`src/rtl/line_sense_pkg.sv`:
```
// Shared types and sizing helpers for the line position tracker.
package line_sense_pkg;

   // Width of the saturating illegal-sample counter.
   localparam int unsigned ERR_CNT_W = 8;

   // Width of the LOST_HOLD countdown (LOST_HOLD is at most 255).
   localparam int unsigned HOLD_CNT_W = 8;

   // Tracker FSM states.
   typedef enum logic [1:0] {
      ST_IDLE  = 2'd0,
      ST_TRACK = 2'd1,
      ST_HOLD  = 2'd2,
      ST_LOST  = 2'd3
   } lt_state_e;

   // Position code width: codes run 0..2*N_SENSORS-1.
   function automatic int unsigned pos_width(input int unsigned n_sensors);
      return $clog2(2 * n_sensors);
   endfunction

endpackage

```
`src/rtl/line_position_decode.sv`:
```
// Combinational decode of a synchronised sensor pattern into a position code.
// Zero -> 0, single bit i -> 2i+1, adjacent pair i,i+1 -> 2i+2, else illegal.
module line_position_decode
   import line_sense_pkg::*;
#(
   parameter int unsigned N_SENSORS = 8,
   parameter int unsigned POS_W     = pos_width(N_SENSORS)
)(
   input  logic [N_SENSORS-1:0] pattern,
   output logic [POS_W-1:0]     code_c,
   output logic                 illegal_c
);

   localparam int unsigned CNT_W = $clog2(N_SENSORS + 1);

   logic [CNT_W-1:0] ones;
   logic             pair_hit;

   // Number of active sensors.
   always_comb begin
      ones = '0;
      for (int i = 0; i < N_SENSORS; i++) begin
         ones = ones + CNT_W'(pattern[i]);
      end
   end

   // Code lookup for single-bit and adjacent-pair patterns; anything else is illegal.
   always_comb begin
      code_c    = '0;
      pair_hit  = 1'b0;
      illegal_c = 1'b0;
      for (int i = 0; i < N_SENSORS; i++) begin
         if ((ones == CNT_W'(1)) && pattern[i]) begin
            code_c = POS_W'(2 * i + 1);
         end
      end
      for (int i = 0; i < N_SENSORS - 1; i++) begin
         if ((ones == CNT_W'(2)) && pattern[i] && pattern[i+1]) begin
            code_c   = POS_W'(2 * i + 2);
            pair_hit = 1'b1;
         end
      end
      illegal_c = (ones > CNT_W'(2)) || ((ones == CNT_W'(2)) && !pair_hit);
   end

endmodule

```
`src/rtl/line_position_tracker.sv`:
```
// Line-following position tracker: synchronises raw sensor bits, decodes them
// into a position code, debounces with a consecutive-sample filter and runs a
// TRACK/HOLD/LOST state machine so steering keeps a sane target when the line
// briefly disappears.
module line_position_tracker
   import line_sense_pkg::*;
#(
   parameter  int unsigned N_SENSORS    = 8,
   parameter  int unsigned FILTER_DEPTH = 2,
   parameter  int unsigned LOST_HOLD    = 16,
   localparam int unsigned POS_W        = pos_width(N_SENSORS)
)(
   input  logic                 clk,
   input  logic                 reset_n,
   input  logic [N_SENSORS-1:0] process,
   input  logic                 sample_en,
   output logic [POS_W-1:0]     position,
   output logic                 pos_valid,
   output logic                 lost,
   output logic                 last_side,
   output logic                 invalid,
   output logic [ERR_CNT_W-1:0] err_cnt
);

   localparam int unsigned FCNT_W = $clog2(FILTER_DEPTH + 1);

   localparam logic [FCNT_W-1:0]     FILL      = FCNT_W'(FILTER_DEPTH);
   localparam logic [HOLD_CNT_W-1:0] HOLD_LAST = HOLD_CNT_W'(LOST_HOLD - 1);
   localparam logic [ERR_CNT_W-1:0]  ERR_MAX   = '1;

   logic [N_SENSORS-1:0]  sync_meta;
   logic [N_SENSORS-1:0]  sync_q;

   logic [POS_W-1:0]      code_c;
   logic                  illegal_c;
   logic                  nonzero_c;
   logic                  upper_c;

   logic [POS_W-1:0]      cand_q;
   logic [POS_W-1:0]      cand_d;
   logic [FCNT_W-1:0]     cnt_q;
   logic [FCNT_W-1:0]     cnt_d;
   logic                  accept_c;

   lt_state_e             state_q;
   lt_state_e             state_d;
   logic [HOLD_CNT_W-1:0] hold_q;
   logic [HOLD_CNT_W-1:0] hold_d;
   logic [POS_W-1:0]      position_d;
   logic                  last_side_d;
   logic                  pos_valid_d;
   logic                  lost_d;

   // Two-flop synchroniser for the asynchronous sensor inputs, clocked every cycle.
   always_ff @(posedge clk or negedge reset_n) begin
      if (!reset_n) begin
         sync_meta <= '0;
         sync_q    <= '0;
      end else begin
         sync_meta <= process;
         sync_q    <= sync_meta;
      end
   end

   line_position_decode #(
      .N_SENSORS (N_SENSORS),
      .POS_W     (POS_W)
   ) u_decode (
      .pattern   (sync_q),
      .code_c    (code_c),
      .illegal_c (illegal_c)
   );

   assign nonzero_c = |code_c;
   assign upper_c   = (code_c > POS_W'(N_SENSORS));

   // Run-length filter: a legal code is accepted once seen FILTER_DEPTH times in a row.
   always_comb begin
      cand_d = cand_q;
      cnt_d  = cnt_q;
      if (illegal_c) begin
         cnt_d = '0;
      end else if (code_c == cand_q) begin
         cnt_d = (cnt_q == FILL) ? cnt_q : cnt_q + FCNT_W'(1);
      end else begin
         cand_d = code_c;
         cnt_d  = FCNT_W'(1);
      end
   end

   assign accept_c = sample_en && !illegal_c && (cnt_d == FILL);

   // Filter candidate and run length advance only on sample strobes.
   always_ff @(posedge clk or negedge reset_n) begin
      if (!reset_n) begin
         cand_q <= '0;
         cnt_q  <= '0;
      end else if (sample_en) begin
         cand_q <= cand_d;
         cnt_q  <= cnt_d;
      end
   end

   // Next state and next registered outputs; a new nonzero line always wins.
   always_comb begin
      state_d     = state_q;
      hold_d      = hold_q;
      position_d  = position;
      last_side_d = last_side;
      pos_valid_d = 1'b0;
      lost_d      = 1'b0;

      if (sample_en && !illegal_c) begin
         if (accept_c && nonzero_c) begin
            state_d     = ST_TRACK;
            position_d  = code_c;
            last_side_d = upper_c;
            hold_d      = '0;
         end else if (!nonzero_c) begin
            if ((state_q == ST_TRACK) && accept_c) begin
               state_d = ST_HOLD;
               hold_d  = '0;
            end else if (state_q == ST_HOLD) begin
               if (hold_q == HOLD_LAST) begin
                  state_d = ST_LOST;
               end else begin
                  hold_d = hold_q + HOLD_CNT_W'(1);
               end
            end
         end
      end

      pos_valid_d = (state_d == ST_TRACK) || (state_d == ST_HOLD);
      lost_d      = (state_d == ST_LOST);
   end

   // FSM state, hold counter and tracking outputs.
   always_ff @(posedge clk or negedge reset_n) begin
      if (!reset_n) begin
         state_q   <= ST_IDLE;
         hold_q    <= '0;
         position  <= '0;
         last_side <= 1'b0;
         pos_valid <= 1'b0;
         lost      <= 1'b0;
      end else begin
         state_q   <= state_d;
         hold_q    <= hold_d;
         position  <= position_d;
         last_side <= last_side_d;
         pos_valid <= pos_valid_d;
         lost      <= lost_d;
      end
   end

   // Illegal-sample pulse and saturating error count.
   always_ff @(posedge clk or negedge reset_n) begin
      if (!reset_n) begin
         invalid <= 1'b0;
         err_cnt <= '0;
      end else begin
         invalid <= sample_en && illegal_c;
         if (sample_en && illegal_c && (err_cnt != ERR_MAX)) begin
            err_cnt <= err_cnt + ERR_CNT_W'(1);
         end
      end
   end

endmodule

```
`config.mk`:
```
export PLATFORM = sky130hd
export DESIGN_NAME = line_position_tracker
export DESIGN_NICKNAME = d
export VERILOG_FILES = /design/src/rtl/line_sense_pkg.sv /design/src/rtl/line_position_decode.sv /design/src/rtl/line_position_tracker.sv
export SDC_FILE = /design/constraint.sdc
export NUM_CORES = 1
export LEC_CHECK = 0
export CELL_PAD_IN_SITES_DETAIL_PLACEMENT = 0
export CELL_PAD_IN_SITES_GLOBAL_PLACEMENT = 1
export CORE_MARGIN = 8
export CORE_UTILIZATION = 44
export CTS_CLUSTER_SIZE = 10
export DETAILED_ROUTE_END_ITERATION = 10
export PLACE_DENSITY_LB_ADDON = 0.1
export SLEW_MARGIN = 20
export SYNTH_ARGS = -nofsm -noshare
export SYNTH_HDL_FRONTEND = slang
export SYNTH_SLANG_ARGS = --single-unit
export TNS_END_PERCENT = 50
```
`constraint.sdc`:
```
create_clock -name clk -period 7 [get_ports clk]
set_clock_uncertainty 0.15 [all_clocks]
set_input_delay 1.4 -clock clk [delete_from_list [all_inputs] [get_ports clk]]
set_output_delay 1.4 -clock clk [all_outputs]
set_load 0.02 [all_outputs]
```
-- Yosys cells after proc, flatten, opt, wreduce, memory -nomap -nowiden
Cells that the tools add are included.
- flip-flop bits (word level): 48
- input port bits: 11
- output and inout port bits: 16
- logic and storage cells: 114
- add/sub/neg operators: 10
- magnitude comparators: 2
- eq/ne operators: 14
- multiplexer cells: 36
- bitwise logic cells: 2
- reductions and logical operators: 38
- operators with widths (operator ; count):
    4-bit two-way mux ; 11
    8-bit two-way mux ; 5
    1-bit logical AND ; 29
    4-bit by 1-bit adder with 4-bit output ; 6
    2-bit two-way mux ; 10
    8-bit by 1-bit adder with 8-bit output, second input constant ; 2
    2-bit == test, second input constant ; 5
    8-bit by 4-bit == test with 1-bit output, second input constant ; 1
    1-bit two-way mux ; 8
    8-bit inequality test, second input constant ; 1
    3-bit two-way mux ; 2
    2-bit by 1-bit == test with 1-bit output, second input constant ; 2
    4-bit by 1-bit == test with 1-bit output, second input constant ; 1
    4-bit by 2-bit == test with 1-bit output, second input constant ; 1
    4-bit == test ; 1
    4-bit by 2-bit greater-than comparator with 1-bit output, second input constant ; 1
    4-bit greater-than comparator, second input constant ; 1
    4-bit AND reduction ; 1
    4-bit OR reduction ; 1
    3-bit inequality test, second input constant ; 1
    3-bit AND reduction ; 1
    3-bit nonzero test ; 1
    1-bit by 1-bit adder with 2-bit output ; 1
    2-bit by 1-bit adder with 2-bit output, second input constant ; 1
    other kinds (5) ; 8

-- Depth between registers and ports, before layout
Gate-level depths: netlist of the first run.
- word-level depth: 36
- depth in mapped cells: 17
- depth with buffers taken out: 15

-- Cells and area by module
A second synthesis of the first run with hierarchy kept.
- cell total of the unflattened synthesis: 231
- area, all modules: 2402.3 µm²
- modules (own cells, without submodules) (module ; instances ; cells an instance ; area each (µm²) ; seq. area each (µm²)):
    line_position_tracker ; 1 ; 171 ; 1995.7 ; 1201.2
    line_position_decode ; 1 ; 60 ; 406.6 ; 0.0

-- Worst setup path after synthesis of the first run
No wires, ideal clock.
- path kind: register to register
- start point: register sync_q[1]
- end point: register pos_valid
- setup time: 126 ps
- data arrival time: 4632 ps
- required time: 6724 ps
- slack: 2092 ps
- cell stages (with the launch flop): 17
- buffers on the path: 1
- period minus slack after synthesis: 4908 ps
- path through: dfrtp_1 ha_1 inv_1 fa_1 fa_1 fa_1 inv_1 fa_1 o2111ai_1 o21a_1 nor3_1 or4_4 a2111oi_4 buf_6 nor2b_1 o211ai_1 ha_1
- longest elaborated chain between the ends: 36
- elaborated cells on any way between the ends: 74
- those cells by class: add/sub (7); order compare (1); eq/ne (6); mux (28); reduce/logical (32)
- ends and longest elaborated chain (what ; RTL line ; source):
    start, declared ; line_position_tracker.sv:32 ; logic [N_SENSORS-1:0] sync_q;
    start signal, assigned ; line_position_tracker.sv:61 ; sync_q <= sync_meta;
    1-bit by 1-bit adder with 2-bit output ; line_position_decode.sv:23 ; ones = ones + CNT_W'(pattern[i]);
    4-bit by 1-bit adder with 4-bit output (6 in a row) ; line_position_decode.sv:23 ;
    4-bit by 1-bit == test with 1-bit output ; line_position_decode.sv:33 ; if ((ones == CNT_W'(1)) && pattern[i]) begin
    1-bit logical AND ; line_position_decode.sv:33 ;
    1-bit two-way mux ; line_position_decode.sv:33 ;
    2-bit two-way mux ; line_position_decode.sv:33 ;
    3-bit two-way mux (2 in a row) ; line_position_decode.sv:33 ;
    4-bit two-way mux (4 in a row) ; line_position_decode.sv:33 ;
    [... 13 more ...] ; - ;
    2-bit two-way mux ; line_position_tracker.sv:120 ; if ((state_q == ST_TRACK) && accept_c) begin
    2-bit two-way mux ; line_position_tracker.sv:119 ; end else if (!nonzero_c) begin
    2-bit two-way mux ; line_position_tracker.sv:114 ; if (accept_c && nonzero_c) begin
    2-bit two-way mux (*) ; line_position_tracker.sv:113 ; if (sample_en && !illegal_c) begin
    via state_d[0] ; line_position_tracker.sv:46 ; lt_state_e state_d;
    2-bit by 1-bit == test with 1-bit output / 2-bit == test (equally long branches) ; line_position_tracker.sv:133 ; pos_valid_d = (state_d == ST_TRACK) || (state_d == ST_HOLD);
    1-bit logical OR (*) ; line_position_tracker.sv:133 ;
    via pos_valid_d ; line_position_tracker.sv:51 ; logic pos_valid_d;
    end signal, assigned ; line_position_tracker.sv:151 ; pos_valid <= pos_valid_d;
    end, declared ; line_position_tracker.sv:18 ; output logic pos_valid,
The timed path passes the listed nets; every way through them passes the cells marked *.
A chain may end at the register's enable or synchronous reset.

-- Worst setup path in the final report of the first run
Ends and elaborated chain as after synthesis.

==> results of run 1 <==
[worst register-to-register path, cell delays in order, from the launching register on]
cell       delay, ps
dfrtp_1          450
ha_1             300
inv_1             50
fa_1             490
fa_1             420
fa_1             390
inv_1             80
fa_1             480
o2111ai_1        240
o21ai_0          250
o311ai_0         750
or3b_2           270
a2111oi_4         40
buf_4            230
nand2_1          220
o211ai_1         150
ha_1             320
[power by group]
part	switching, µW	internal, µW
combinational	244	188
sequential	50.0	334
clock	97.5	108
[synth_stat cells, drive strengths merged, types with 3 or more instances]
| cell type | number | area share |
|---|---|---|
| fa | 4 | 0.031 |
| nor4 | 4 | 0.0098 |
| a31oi | 3 | 0.0073 |
| mux2 | 8 | 0.035 |
| and2 | 4 | 0.0098 |
| dfrtp | 48 | 0.47 |
| a21oi | 15 | 0.029 |
| nor2b | 6 | 0.015 |
| o21ai | 11 | 0.021 |
| nor2 | 7 | 0.010 |
| and3 | 13 | 0.032 |
| buf | 3 | 0.0083 |
| xor2 | 3 | 0.010 |
| nand4 | 4 | 0.0098 |
| a21o | 4 | 0.012 |
| xnor2 | 4 | 0.014 |
| nand2 | 13 | 0.019 |
| inv | 21 | 0.031 |
| ha | 7 | 0.034 |
| a21boi | 3 | 0.0088 |
| nor3 | 8 | 0.016 |
| o311ai | 3 | 0.010 |
| nand3 | 10 | 0.020 |
[worst paths after layout]
| kind | end | startpoint | slack (ps) |
|---|---|---|---|
| worst min register to register | sync_q[0] | sync_meta[0] | 200 |
| worst max-delay path | pos_valid | sync_q[1] | 1600 |
| worst max register to register | pos_valid | sync_q[1] | 1600 |
| worst min-delay path | sync_q[0] | sync_meta[0] | 200 |
| min in group asynchronous | sync_q[2] | reset_n | 1020 |
| max in group asynchronous | asynchronous set/reset pin | reset_n | 5270 |
[cell type report]
cell class | instances | area (µm²)
well taps | 75 | 93.84
flip-flops and latches | 48 | 1201
clock buffers | 5 | 68.82
multi-input cells | 173 | 1255
inverters | 21 | 78.83
fillers | 527 | 2759
repair buffers | 29 | 277.8
clock inverters | 3 | 46.29
[metrics by stage]
| stage | cells | total power, µW | util |
|---|---|---|---|
| floorplan | 247 | 668.3 | - |
| global placement | 346 | 825.0 | 0.5028 |
| detailed placement | 346 | 822.2 | 0.5028 |
| CTS | 354 | 1032 | 0.5227 |
| global route | 354 | 1098 | 0.5227 |
| finish | 354 | 1021 | 0.5227 |
[per-layer routing]
layer | track usage | part of all wire | vias to the layer above
met5 | 0 | 0 | -
met4 | 0.04966 | 0.010 | 0
met3 | 0.04045 | 0.042 | 6
met2 | 0.1979 | 0.45 | 32
met1 | 0.1808 | 0.50 | 961
li1 | - | - | 973
[cells by family after synthesis]
logic type / after synthesis / synth area share
mux: 8 / 0.03514
simple gates: 82 / 0.1791
compound gates: 65 / 0.1859
fa+ha+maj: 11 / 0.06540
xor+xnor: 7 / 0.02391
flops: 48 / 0.4685
buf+inv: 26 / 0.04197
[state kept, by name, indices dropped and copies added (netlist names), named ones only]
signal	flops
sync_meta	8
cand_q	4
err_cnt	8
sync_q	8
pos_valid	1
invalid	1
last_side	1
state_q	1
cnt_q	2
lost	1
position	4
hold_q	8
==> flow_metrics.py, run 1 <==
metrics = {
    "run_status": {
        "status": "finished clean",
    },
    "logic_synthesis": {
        "yosysSeqAreaShare": 0.4685,
        "synth_edf_count": 0,
        "syn-cell-area_mm2": 0.002564,
        "synth-async-reset-ratio": 1.000,
        "ys.flop_type": "dfrtp_1",
        "ys_seq_elements": 48,
        "synthDistinctLibCells": 52,
        "yosys_warnings": 0,
        "syn-num-nets": 269,
        "avgSynthCellArea_um2": 10.38,
        "syn-instance-count": 247,
    },
    "placement": {
        "dp_hpwl_um": 3893,
        "place_area_mm2": 0.002907,
        "port_buffers": 26,
        "pre_cts_slack_ps": 1619,
        "gp_congestion": 0.8298,
    },
    "worst_setup_path": {
        "crit_path_top_delay_cell": "o311ai_0",
        "cp_max_fo": 24,
        "crit_top_cell": "fa_1",
        "cp.depth": 16,
        "cp_data_required_time_ps": 7040,
        "crit_arrival_ps": 5440,
        "crit_chain": "ha_1 -> inv_1 -> fa_1 -> fa_1 -> fa_1 -> inv_1 -> fa_1 -> o2111ai_1 -> o21ai_0 -> o311ai_0 -> or3b_2 -> a2111oi_4 -> buf_4 -> nand2_1 -> o211ai_1 -> ha_1",
        "critical_path.max_stage_delay_ps": 750,
        "path_delay_family": "adder cells",
        "critPathKind": "reg -> reg",
        "r2r_cells": 16,
        "end_kind": "flip-flop",
        "crit_buf_inv": 3,
        "start_kind": "flip-flop",
    },
    "timing": {
        "fmax_ghz": 0.1852,
        "worst_pin_slew_ps": 863.5,
        "relSlewSlack": 0.4152,
        "rsz0062_at_grt": "false",
        "hold_slack_ps": 203.8,
        "finalHoldViolations": 0,
        "period_share": 0.7712,
        "post-route-min-period_ps": 5399,
        "slew_viol_final": 0,
        "report.final.setup_viol": 0,
        "fin_setup_tns_ps": 0,
        "fin_ws_ps": 1601,
    },
    "routing": {
        "first_pass_iters": 4,
        "vias": 1972,
        "drcViolationCount": 0,
        "drtAntennaViolNets": 0,
        "drt-vias-per-instance": 5.571,
        "drt-wirelength-per-cell_um": 15.13,
        "finalWirelength_um": 5356,
        "drt_iter0_markers": 102,
    },
    "cts": {
        "cts_sinks": 48,
        "clk_pin_slew_ps": 90,
        "cts_tree": "built",
        "cts_setup_buffers": 0,
        "numCtsBuffers": 5,
        "cts_hold_buf": 0,
        "cts_resized": 0,
        "clk_path_buf_depth": 2,
        "htreeDepth": 2,
        "clock_latency_ps": 300,
        "clock-root-buffer": "clkbuf_8",
    },
    "floorplan": {
        "die_width_um": 92.33,
        "core_mm2": 0.005781,
        "die_height_um": 92.33,
        "io_pins": 27,
        "dieArea_mm2": 0.008525,
        "start_util": 0.4435,
        "rows": 28,
    },
    "pwr": {
        "irDropWorstVdd_mv": 0.1879,
        "leakagePower_uw": 0.001349,
        "p_per_area_mw_per_mm2": 338.0,
    },
    "min_path": {
        "hold_path.class": "reg -> reg",
        "whs_path_depth": 0,
    },
    "grt": {
        "gr-total-overflow": 0,
        "grt_pass1_vias": 1924,
        "grtUsageTotal": 0.1341,
        "grt_max_degree": 49,
        "grt_pass1_wl_um": 9239,
        "antenna_found_initial": 0,
    },
    "final_layout": {
        "area_growth_pct": 17.86,
        "antenna_cells": 0,
        "fin_area_mm2": 0.003022,
        "fin_nets": 300,
        "final_common_cell": "dfrtp_1",
        "final_cell_mix": "48 x dfrtp_1, 25 x clkdlybuf4s50_1, 21 x inv_1",
        "drive_gt1_frac": 0.09319,
    },
    "flow_run": {
        "cap_violations": 0,
    },
}
(Power assumes the default switching activity.)
==> run 2, diff against run 1 <==
Settings changed: CORE_UTILIZATION 44 to 40.
Clock period 7 ns to 4.5 ns, I/O delays scaled along.
==> flow_metrics.py, run 2 (synthesis results as in run 1) <==
metrics = {
    "worst_setup_path": {
        "worst-r2r-setup-slack_ps": -240,
        "start_kind": "flip-flop",
        "crit_arrival_ps": 4810,
        "cp_max_fo": 7,
        "end_kind": "flip-flop",
        "cp_data_required_time_ps": 4570,
        "r2r_cells": 16,
        "regToRegStartpoint": "sync_q[0]",
        "r2r-end": "hold_q[3]",
        "critPathKind": "reg -> reg",
    },
    "final_layout": {
        "final_cell_mix": "48 x dfrtp_1, 45 x buf_4, 25 x clkdlybuf4s50_1",
        "nFillCells": 596,
        "final_common_cell": "dfrtp_1",
        "area.sequential_mm2": 0.001201,
        "antenna_cells": 0,
        "area_growth_pct": 34.16,
        "drive_gt1_frac": 0.2671,
        "fin_nets": 343,
        "multi_input_area_mm2": 0.001336,
    },
    "cts": {
        "cts_tree": "built",
        "htreeDepth": 2,
        "clk_pin_slew_ps": 90,
        "clk_path_buf_depth": 2,
        "numCtsBuffers": 5,
        "clock_latency_ps": 300,
        "cts_sinks": 48,
        "clock-root-buffer": "clkbuf_8",
        "cts_hold_buf": 0,
    },
    "floorplan": {
        "core_mm2": 0.006277,
        "die_height_um": 96.06,
        "start_util": 0.4084,
        "rows": 29,
        "die_width_um": 96.06,
        "io_pins": 27,
        "dieArea_mm2": 0.009227,
    },
    "grt": {
        "gr-total-overflow": 0,
        "grt_max_degree": 49,
        "grt_pass1_vias": 2172,
        "antenna_found_initial": 0,
        "gr-usage-met3": 0.03822,
        "grt.busiest_layer": "met2",
        "grt_pass1_wl_um": 10160,
        "grtUsageTotal": 0.1402,
        "use_met1": 0.1789,
        "met2_usage": 0.2247,
    },
    "min_path": {
        "whs_path_depth": 0,
        "hold_path.class": "reg -> reg",
        "min_to": "sync_q[4]",
        "hp-start": "sync_meta[4]",
    },
    "flow_run": {
        "cap_violations": 0,
    },
    "placement": {
        "gp_congestion": 0.8335,
        "dp_hpwl_um": 4380,
        "port_buffers": 26,
        "pre_cts_slack_ps": -293.0,
    },
    "timing": {
        "finalHoldViolations": 0,
        "fin_ws_ps": -244.4,
        "relSlewSlack": 0.3829,
        "worst_pin_slew_ps": 914.0,
        "post-route-min-period_ps": 4744,
        "fin_setup_tns_ps": -2161,
        "slew_viol_final": 0,
        "period_share": 1.054,
        "fmax_ghz": 0.2108,
        "rsz0062_at_grt": "true",
        "report.final.setup_viol": 15,
    },
    "routing": {
        "drcViolationCount": 0,
        "drt-wirelength-per-cell_um": 14.79,
        "vias": 2153,
        "drtAntennaViolNets": 0,
        "drt-vias-per-instance": 5.396,
        "drt_iter0_markers": 36,
        "finalWirelength_um": 5901,
        "first_pass_iters": 4,
    },
    "run_status": {
        "failed_checks": "setup timing",
        "status": "complete, but fails checks",
    },
    "pwr": {
        "p_per_area_mw_per_mm2": 517.9,
        "irDropWorstVdd_mv": 0.2903,
        "leakagePower_uw": 0.001573,
    },
}
-- run 2: worst max-delay path, cell delays in order (launching register included) --
cell and delay (ps):
dfrtp_1 390, ha_1 270, inv_1 50, fa_1 490
fa_1 430, fa_2 370, inv_2 60, fa_2 500
nor2_2 210, o2111ai_1 220, and3_1 250, o211ai_1 320
a2111oi_4 120, buf_4 190, buf_4 130, a221o_1 310
a211oi_1 200
-- run 2: through the flow --
| step | instances | total power [µW] | hold WS [ps] | util | cell area, µm² |
|---|---|---|---|---|---|
| floorplan | 247 | 1058 | 181.2 | - | 2594 |
| global placement | 383 | 1431 | 182.9 | 0.5099 | 3201 |
| detailed placement | 383 | 1430 | 184.7 | 0.5099 | 3201 |
| CTS | 398 | 1786 | 206.4 | 0.5422 | 3403 |
| global route | 399 | 1912 | 214.4 | 0.5479 | 3440 |
| finish | 399 | 1781 | 203.0 | 0.5479 | 3440 |
-- run 2: layout make-up --
cell class / count / area share
timing repair buffer: 72 / 0.1775
clock buffer: 5 / 0.02001
tap: 77 / 0.02801
clock inverter: 3 / 0.01382
multi-input combinational: 173 / 0.3885
inverter: 21 / 0.02292
sequential: 48 / 0.3492
-- run 2: routing by layer --
metal  up-vias  routed length (µm)
met5         -                   0
met4         0                  73
met3         5                 240
met2        23                2752
met1      1063                2834
li1       1062                   -
-- run 2: what timing repair did --
action                                  4_1_cts  5_1_grt
setup buffers                                 8        1
cloned                                        0        0
pin swaps                                     8        4
resized for setup                             8        6
endpoints found under the setup margin       18       22
endpoints found under the hold margin         0        0
-- run 2: how the worst max path moves through the flow --
stage | start | endpoint | slack [ps] | depth (start not counted)
after floorplan | sync_q[1] | pos_valid | -260 | 16
after global placement | sync_q[0] | hold_q[1] | -210 | 15
after detailed placement | sync_q[0] | hold_q[1] | -290 | 15
after CTS | sync_q[0] | hold_q[1] | -280 | 15
after global routing | sync_q[0] | pos_valid | -460 | 15
final | sync_q[0] | hold_q[3] | -240 | 16
-- run 2: where the power goes --
| group | switching (µW) | total [µW] | internal (µW) |
|---|---|---|---|
| Combinational | 439 | 872 | 433 |
| Clock | 146 | 314 | 167 |
| Sequential | 76.2 | 596 | 520 |
